$ cat src/rtl/multi_cycle_core.sv
// ============================================================================
// Module   : multi_cycle_core
// Brief    : Multi-cycle RV32I-subset core (R/I ALU, lw, sw, beq) sharing one
//            req/ready memory port between instruction fetch and data access.
// Revision : 1.0 - initial release
// ============================================================================
`default_nettype none

module multi_cycle_core #(
    parameter logic [31:0] RESET_PC        = 32'h0000_0000,
    parameter bit          HALT_ON_ILLEGAL = 1'b1
) (
    input  logic        clk,
    input  logic        rst,
    output logic        mem_req,
    output logic        mem_we,
    output logic [31:0] mem_addr,
    output logic [31:0] mem_wdata,
    input  logic [31:0] mem_rdata,
    input  logic        mem_ready,
    output logic        halted,
    output logic [31:0] pc_out
);

    localparam logic [31:0] c_RESET_PC  = RESET_PC & ~32'h3;
    localparam logic [6:0]  c_OP_R      = 7'b0110011;
    localparam logic [6:0]  c_OP_I      = 7'b0010011;
    localparam logic [6:0]  c_OP_LOAD   = 7'b0000011;
    localparam logic [6:0]  c_OP_STORE  = 7'b0100011;
    localparam logic [6:0]  c_OP_BRANCH = 7'b1100011;

    typedef enum logic [2:0] {
        S_FETCH  = 3'd0,
        S_DECODE = 3'd1,
        S_EXEC   = 3'd2,
        S_MEM    = 3'd3,
        S_WB     = 3'd4,
        S_HALT   = 3'd5
    } state_t;

    state_t      r_state;
    logic [31:0] r_pc;
    logic [31:0] r_old_pc;
    logic [31:0] r_ir;
    logic [31:0] r_a;
    logic [31:0] r_b;
    logic [31:0] r_alu_out;
    logic [31:0] r_mdr;
    logic [31:0] r_regs [0:31];

    logic [6:0]  w_opcode;
    logic [4:0]  w_rd;
    logic [4:0]  w_rs1;
    logic [4:0]  w_rs2;
    logic [2:0]  w_funct3;
    logic [6:0]  w_funct7;
    logic [31:0] w_imm_i;
    logic [31:0] w_imm_s;
    logic [31:0] w_imm_b;
    logic [31:0] w_rs1_val;
    logic [31:0] w_rs2_val;
    logic [31:0] w_alu_b;
    logic [31:0] w_alu_result;
    logic        w_is_sub;
    logic        w_legal;
    logic        w_mem_phase;

    assign w_opcode = r_ir[6:0];
    assign w_rd     = r_ir[11:7];
    assign w_funct3 = r_ir[14:12];
    assign w_rs1    = r_ir[19:15];
    assign w_rs2    = r_ir[24:20];
    assign w_funct7 = r_ir[31:25];

    assign w_imm_i = {{20{r_ir[31]}}, r_ir[31:20]};
    assign w_imm_s = {{20{r_ir[31]}}, r_ir[31:25], r_ir[11:7]};
    assign w_imm_b = {{19{r_ir[31]}}, r_ir[31], r_ir[7], r_ir[30:25], r_ir[11:8], 1'b0};

    assign w_rs1_val = (w_rs1 == 5'd0) ? 32'd0 : r_regs[w_rs1];
    assign w_rs2_val = (w_rs2 == 5'd0) ? 32'd0 : r_regs[w_rs2];

    // Decode only ever lets legal encodings reach EXEC, so the ALU decodes on funct3 alone.
    always_comb begin
        w_alu_b      = (w_opcode == c_OP_R) ? r_b : w_imm_i;
        w_is_sub     = (w_opcode == c_OP_R) && w_funct7[5];
        w_alu_result = r_a + w_alu_b;
        case (w_funct3)
            3'b000:  w_alu_result = w_is_sub ? (r_a - w_alu_b) : (r_a + w_alu_b);
            3'b100:  w_alu_result = r_a ^ w_alu_b;
            3'b110:  w_alu_result = r_a | w_alu_b;
            3'b111:  w_alu_result = r_a & w_alu_b;
            3'b010:  w_alu_result = {31'd0, ($signed(r_a) < $signed(w_alu_b))};
            default: w_alu_result = r_a + w_alu_b;
        endcase
    end

    always_comb begin
        w_legal = 1'b0;
        case (w_opcode)
            c_OP_R: begin
                case (w_funct3)
                    3'b000:                      w_legal = (w_funct7 == 7'h00) || (w_funct7 == 7'h20);
                    3'b100, 3'b110, 3'b111, 3'b010: w_legal = (w_funct7 == 7'h00);
                    default:                     w_legal = 1'b0;
                endcase
            end
            c_OP_I: begin
                case (w_funct3)
                    3'b000, 3'b100, 3'b110, 3'b111, 3'b010: w_legal = 1'b1;
                    default:                              w_legal = 1'b0;
                endcase
            end
            c_OP_LOAD, c_OP_STORE: w_legal = (w_funct3 == 3'b010);
            c_OP_BRANCH:           w_legal = (w_funct3 == 3'b000);
            default:               w_legal = 1'b0;
        endcase
    end

    always_ff @(posedge clk) begin
        if (rst) begin
            r_state   <= S_FETCH;
            r_pc      <= c_RESET_PC;
            r_old_pc  <= 32'd0;
            r_ir      <= 32'd0;
            r_a       <= 32'd0;
            r_b       <= 32'd0;
            r_alu_out <= 32'd0;
            r_mdr     <= 32'd0;
            for (int i = 0; i < 32; i++) begin
                r_regs[i] <= 32'd0;
            end
        end else begin
            case (r_state)
                S_FETCH: begin
                    if (mem_ready) begin
                        r_ir     <= mem_rdata;
                        r_old_pc <= r_pc;
                        r_pc     <= r_pc + 32'd4;
                        r_state  <= S_DECODE;
                    end
                end
                S_DECODE: begin
                    r_a <= w_rs1_val;
                    r_b <= w_rs2_val;
                    if (w_legal) begin
                        r_state <= S_EXEC;
                    end else begin
                        r_state <= HALT_ON_ILLEGAL ? S_HALT : S_FETCH;
                    end
                end
                S_EXEC: begin
                    case (w_opcode)
                        c_OP_R, c_OP_I: begin
                            r_alu_out <= w_alu_result;
                            r_state   <= S_WB;
                        end
                        c_OP_LOAD: begin
                            r_alu_out <= r_a + w_imm_i;
                            r_state   <= S_MEM;
                        end
                        c_OP_STORE: begin
                            r_alu_out <= r_a + w_imm_s;
                            r_state   <= S_MEM;
                        end
                        default: begin
                            // Branch target is relative to the fetched instruction, word aligned.
                            if (r_a == r_b) begin
                                r_pc <= (r_old_pc + w_imm_b) & ~32'h3;
                            end
                            r_state <= S_FETCH;
                        end
                    endcase
                end
                S_MEM: begin
                    if (mem_ready) begin
                        if (w_opcode == c_OP_LOAD) begin
                            r_mdr   <= mem_rdata;
                            r_state <= S_WB;
                        end else begin
                            r_state <= S_FETCH;
                        end
                    end
                end
                S_WB: begin
                    if (w_rd != 5'd0) begin
                        r_regs[w_rd] <= (w_opcode == c_OP_LOAD) ? r_mdr : r_alu_out;
                    end
                    r_state <= S_FETCH;
                end
                S_HALT:  r_state <= S_HALT;
                default: r_state <= S_FETCH;
            endcase
        end
    end

    // Reset gates the bus combinationally so an in-flight transfer is dropped immediately.
    assign w_mem_phase = (r_state == S_FETCH) || (r_state == S_MEM);
    assign mem_req     = w_mem_phase && !rst;
    assign mem_we      = !rst && (r_state == S_MEM) && (w_opcode == c_OP_STORE);
    assign mem_addr    = (r_state == S_MEM) ? {r_alu_out[31:2], 2'b00} : r_pc;
    assign mem_wdata   = rst ? 32'd0 : r_b;
    assign halted      = !rst && (r_state == S_HALT);
    assign pc_out      = rst ? c_RESET_PC : r_pc;

endmodule

`default_nettype wire
$ cat config.mk
export PLATFORM = sky130hd
export DESIGN_NAME = multi_cycle_core
export DESIGN_NICKNAME = d
export VERILOG_FILES = /design/src/rtl/multi_cycle_core.sv
export SDC_FILE = /design/constraint.sdc
export NUM_CORES = 2
export LEC_CHECK = 0
export CAP_MARGIN = 20
export CORE_ASPECT_RATIO = 1.75
export CORE_UTILIZATION = 60
export CTS_CLUSTER_SIZE = 20
export DETAILED_ROUTE_END_ITERATION = 6
export GPL_TIMING_DRIVEN = 0
export HOLD_SLACK_MARGIN = 0.1
export PLACE_DENSITY = 0.77
export REMOVE_ABC_BUFFERS = 1
export SLEW_MARGIN = 10
export SYNTH_ARGS = -nofsm -noshare
export SYNTH_HDL_FRONTEND = slang
export SYNTH_SLANG_ARGS = --single-unit
$ cat constraint.sdc
create_clock -name clk -period 4.85 [get_ports clk]
set_input_delay 0.97 -clock clk [delete_from_list [all_inputs] [get_ports clk]]
set_output_delay 0.97 -clock clk [all_outputs]
set_load 0.03 [all_outputs]
Word-level counts from Yosys, hierarchy flattened
Memory sizes are Yosys's and may differ from the RTL's. A register that Yosys moved wholly into a read port is not among the register bits.
Cells that the tools add are included.
{"block": "word_totals", "wordCells": 102, "mem_bits_rw": 1024, "in_bits": 35, "out_inout_bits": 99, "regBits": 227, "n_memories": 1}
{"block": "op_classes", "n_lt_le_gt_ge": 1, "add_sub_neg": 6, "muxes": 36, "reduce_logical": 27, "bitwise": 3, "n_eq_ne": 20}
{"memory": "r_regs", "depth": 32, "word_bits": 32, "rd": 2, "rd_clocked_by_memory_dff": 2, "wr": 32, "line_no": "49", "rtl": "logic [31:0] r_regs [0:31];"}
{"operator": "$mux W32", "count": 12}
{"operator": "$pmux W32 S5", "count": 1}
{"operator": "$add A32 B32 Y32", "count": 4}
{"operator": "$pmux W32 S3", "count": 1}
{"operator": "$pmux W32 S2", "count": 1}
{"operator": "$add A32 B3 Y32 const B", "count": 1}
{"operator": "$and A32 B32 Y32", "count": 1}
{"operator": "$eq A32 B32 Y1", "count": 1}
{"operator": "$lt A32 B32 Y1", "count": 1}
{"operator": "$or A32 B32 Y32", "count": 1}
{"operator": "$reduce_or A32 Y1", "count": 1}
{"operator": "$sub A32 B32 Y32", "count": 1}
{"operator": "$xor A32 B32 Y32", "count": 1}
{"operator": "$mux W5", "count": 5}
{"operator": "$eq A7 B6 Y1 const B", "count": 3}
{"operator": "$eq A3 B3 Y1 const B", "count": 5}
{"operator": "$pmux W3 S5", "count": 1}
{"operator": "$mux W3", "count": 4}
{"operator": "$logic_not A5 Y1", "count": 2}
{"operator": "$eq A3 B2 Y1 const B", "count": 3}
{"operator": "$mux W1", "count": 8}
{"operator": "$ne A2 B2 Y1 const B", "count": 4}
{"operator": "$reduce_or A4 Y1", "count": 2}
{"operator": "$eq A7 B2 Y1 const B", "count": 1}
{"operator": "19 further kinds", "count": 28}

Longest topological paths before layout
{"block": "depth", "depth_word": 7, "depth_mapped": 19}

Least setup slack after synthesis
OpenSTA, ideal clock, no wires.
{"block": "synth_path", "path_kind": "reg2reg", "start": "register r_ir[31]", "end": "register r_alu_out[24]", "arrival_time_ns": 4.059, "slack_ns": 0.670, "path_stages_with_launch": 17, "path_buffers": 2, "t_required_ns": 4.728, "path_cell_list": "dfxtp_1 > nor2b_1 > clkbuf_1 > a21o_1 > inv_1 > ha_1 > buf_6 > a21oi_1 > o21bai_1 > a21oi_2 > nor3b_1 > a21oi_2 > a31o_1 > a41o_1 > a21oi_2 > xnor2_1 > o311a_1"}
{"block": "synth_between", "elab_chain_len": 5}
{"element": "start: declaration", "line_no": "44", "rtl": "logic [31:0] r_ir;"}
{"element": "start signal: assignment", "line_no": "136", "rtl": "r_ir <= mem_rdata;"}
{"element": "$mux W32", "line_no": "84", "rtl": "w_alu_b = (w_opcode == c_OP_R) ? r_b : w_imm_i;"}
{"element": "$add A32 B32 Y32 or $sub A32 B32 Y32 (tied branches)", "line_no": "88, 93"}
{"element": "$mux W32", "line_no": "88", "rtl": "3'b000: w_alu_result = w_is_sub ? (r_a - w_alu_b) : (r_a + w_alu_b);"}
{"element": "$pmux W32 S5", "line_no": "87", "rtl": "case (w_funct3)"}
{"element": "$pmux W32 S3 *", "line_no": "152", "rtl": "case (w_opcode)"}
{"element": "end signal: assignment", "line_no": "154", "rtl": "r_alu_out <= w_alu_result;"}
{"element": "end signal: assignment", "line_no": "158", "rtl": "r_alu_out <= r_a + w_imm_i;"}
{"element": "end signal: assignment", "line_no": "162", "rtl": "r_alu_out <= r_a + w_imm_s;"}
{"element": "end: declaration", "line_no": "47", "rtl": "logic [31:0] r_alu_out;"}
Mark *: on every way between the ends. The rest lies on a longest branch, timed or not.
A chain may end at the register's enable or synchronous reset.

==> metrics.txt <==
Metal-1 WL about 74000 um; final setup fails 0; Slew headroom 0.166; most frequent cells in the layout 1196 x nor2_1, 1024 x edfxtp_1, 640 x mux4_2; min cycle time layout 4.78 ns; fmax 209 MHz; worst hold start r_ir[3]; DP HPWL 164000 um; fillers 7720; dpl cells about 7k; Synth Instances approximately 5.7k; vias 54.5k; RePlAce Congestion between 1 and 1.5; root buf cell clkbuf_16; CTS H-tree depth 3; Max Cap Violations 0; Initial Utilization 0.607; Final Hold Fails 0; fin crit share 0.985; PnR worst setup slack just over 0.07 ns; largest net degree at the start of global routing about 130; Post-synth EDFFs approximately 1.0k; first-pass GRT wire length around 370000 um; register area share after synthesis 0.504; ys flop type edfxtp_1; WHS Endpoint r_ir[3]; fin. max-slew vios 0; post-synthesis async set-or-reset flop share 0; CP Class in -> reg; outcome finished, violations left; hold buffer count at CTS 0; layout net count roughly 5.8k; Netlist Area Pre-Place about 0.070 mm^2; P per Cell Area approximately 320 mW/mm^2; Synth-to-Final Area Change 12.6%; row count ~170; Max Root-Sink Buffers 3; Clock Skew 0.0369 ns; layout cells sized above 1 0.213; Die X roughly 260 um; Top Metal Used met5; clock latency on the worst-skew pair about 0.78 ns; number of I/O pins 134; FF/Latch Area around 0.035 mm^2; Reg2Reg Depth 16; die area approximately 0.12 mm^2; Max IR drop VDD 0.316 mV; initial antenna violation count 10; WP data arrival around 5.2 ns; routed wl met2 about 120000 um; R2R setup slack between 0.1 and 0.15 ns; # port buffers about 130; CTS tree done; failing checks DRC; Routed Antenna Nets 0; total clock buffers created by CTS 110; DP Worst Slack -1.15 ns; vias in the first global route roughly 55k; Synth cell types approximately 100; Synth Warn # 0; Hold Crit Class reg -> reg; crit end category flop; per-cell routed wire length approximately 37 um; gr ovfl total 0; DRC violations left 64; total power ~25 mW; Via density roughly 7.6; worst hold stages 2; CP startpoint kind input pin; die extent in y ~450 um; leading cell type in the layout, fill and taps excluded nor2_1; worst hold margin between 0.4 and 0.5 ns; CP Max Fanout 81; fin cells 7213; average cell area after synthesis between 10 and 15 um^2; First-pass DRT Iterations 7; Sink Count between 1k and 1.5k; Multi-input gate area ~0.034 mm^2; Core Util, Final 0.683; Routed WL between 200000 and 300000 um; R2R Path Start r_ir[3]; Slew @ Worst Pin 1.25 ns; CTS clk-pin slew, worst paths 0.07 ns; CP required 5.23 ns; GR Util All Layers 0.453; initial DRC count 8810; R2R Path End r_alu_out[22]; Static Leak ~26 nW; core box area 0.116 mm^2; number of synthesized register bits ~1.3k; met3 wire length roughly 37000 um
[layer usage]
| metal | track usage | vias up |
|---|---|---|
| met1 | 0.469 | 26300 |
| met5 | 0.00694 | - |
| met2 | 0.700 | 5252 |
| li1 | - | 21100 |
| met4 | 0.442 | 16 |
| met3 | 0.165 | 1759 |
[logic make-up after synthesis]
family / count (synthesis) / share of synthesized area
AND/OR/NAND/NOR: 1948 / 0.116
other: 1 / 0.0000534
buffers and inverters: 636 / 0.0359
AO/OA/AOI/OAI: 808 / 0.0735
adder cells (fa/ha/maj): 160 / 0.0288
flip-flops: 1257 / 0.504
multiplexers: 790 / 0.227
XOR/XNOR: 120 / 0.0150
[state kept, by name (all words and copies together), names as in the netlist, named ones only]
name and flops:
r_regs 1024, r_alu_out 32, r_a 32, r_pc 30
r_b 32, r_mdr 32, r_old_pc 30, r_ir 32
r_state 3
[synthesized netlist by cell type, types with 6 or more instances]
master	number	area, um^2
a211o_1	6	52.6
a211oi_1	35	263
a21o_1	49	368
a21oi_1	298	1490
a221oi_1	15	131
a22o_1	10	87.6
a22oi_1	16	120
a31oi_1	18	113
and2_1	9	56.3
and3_1	14	87.6
buf_1	43	161
buf_2	58	290
buf_4	10	75.1
clkbuf_1	405	1520
dfxtp_1	233	4660
edfxtp_1	1024	30700
ha_1	157	1960
inv_1	111	417
mux2_2	48	541
mux2i_1	102	1020
mux4_2	640	14400
nand2_1	421	1580
nand2b_1	15	93.8
nand3_1	48	240
nand4_1	23	144
nor2_1	1201	4510
nor2b_1	82	513
nor3_1	51	255
nor3b_1	6	45.0
nor4_1	21	131
o211ai_1	16	120
o21a_1	8	60.1
o21ai_0	153	766
o21ai_1	10	50.1
o21bai_1	25	188
o221ai_1	16	140
o22ai_1	21	131
o2bb2ai_1	18	158
o31ai_1	14	105
or3_1	9	56.3
or4_1	9	67.6
xnor2_1	77	674
xor2_1	43	377
[final cells by class]
cell class,count,area share
diodes,3,0.0000949
clock buffers,133,0.0370
multi-input cells,3863,0.426
repair buffers,264,0.0498
well taps,1503,0.0238
clock inverters,74,0.00954
inverters,116,0.00554
flip-flops and latches,1257,0.448
[timing repair]
action / CTS / global route
pin swaps: 5 / 3
cloned: 1 / 1
endpoints found under the setup margin: 32 / 14
resized for setup: 28 / 30
setup buffers: 8 / 1
hold endpoints to repair: 0 / 0
[worst max-delay path, cell delays in order]
cell and delay [ns]:
buf_8 0.24, inv_4 0.55, nand3_1 0.31, nor2b_1 0.96, nand2_2 0.87, buf_12 0.44
nand2_4 0.64
[worst max-delay path by stage]
stage / end / cells after the start / startpoint / slack [ns]
floorplan: r_a[0] / 6 / flop / -7.22
global placement: r_regs[1][29] / 6 / rst / -17.64
detailed placement: r_alu_out[0] / 15 / r_ir[4] / -1.15
CTS: r_alu_out[22] / 16 / r_ir[3] / 0.01
global route: r_alu_out[25] / 16 / r_ir[3] / -0.03
finish: r_regs[21][28] / 7 / rst / 0.07
[per-stage QoR]
step | cell area [um^2] | TNS, ns
final | 79100 | 0
after global routing | 79100 | -0.0341
after CTS | 78800 | 0
after detailed placement | 75000 | -71.18
after global placement | 71500 | -
after floorplan | 68300 | -571.26
[report_power, final]
| group | total (mW) | switching [mW] | internal, mW |
|---|---|---|---|
| registers | 12.4 | 0.410 | 12.0 |
| logic | 3.80 | 2.23 | 1.57 |
| clock network | 9.28 | 4.23 | 5.05 |
| total | 25.5 | 6.87 | 18.6 |
Power figures use the tool's default switching activity.
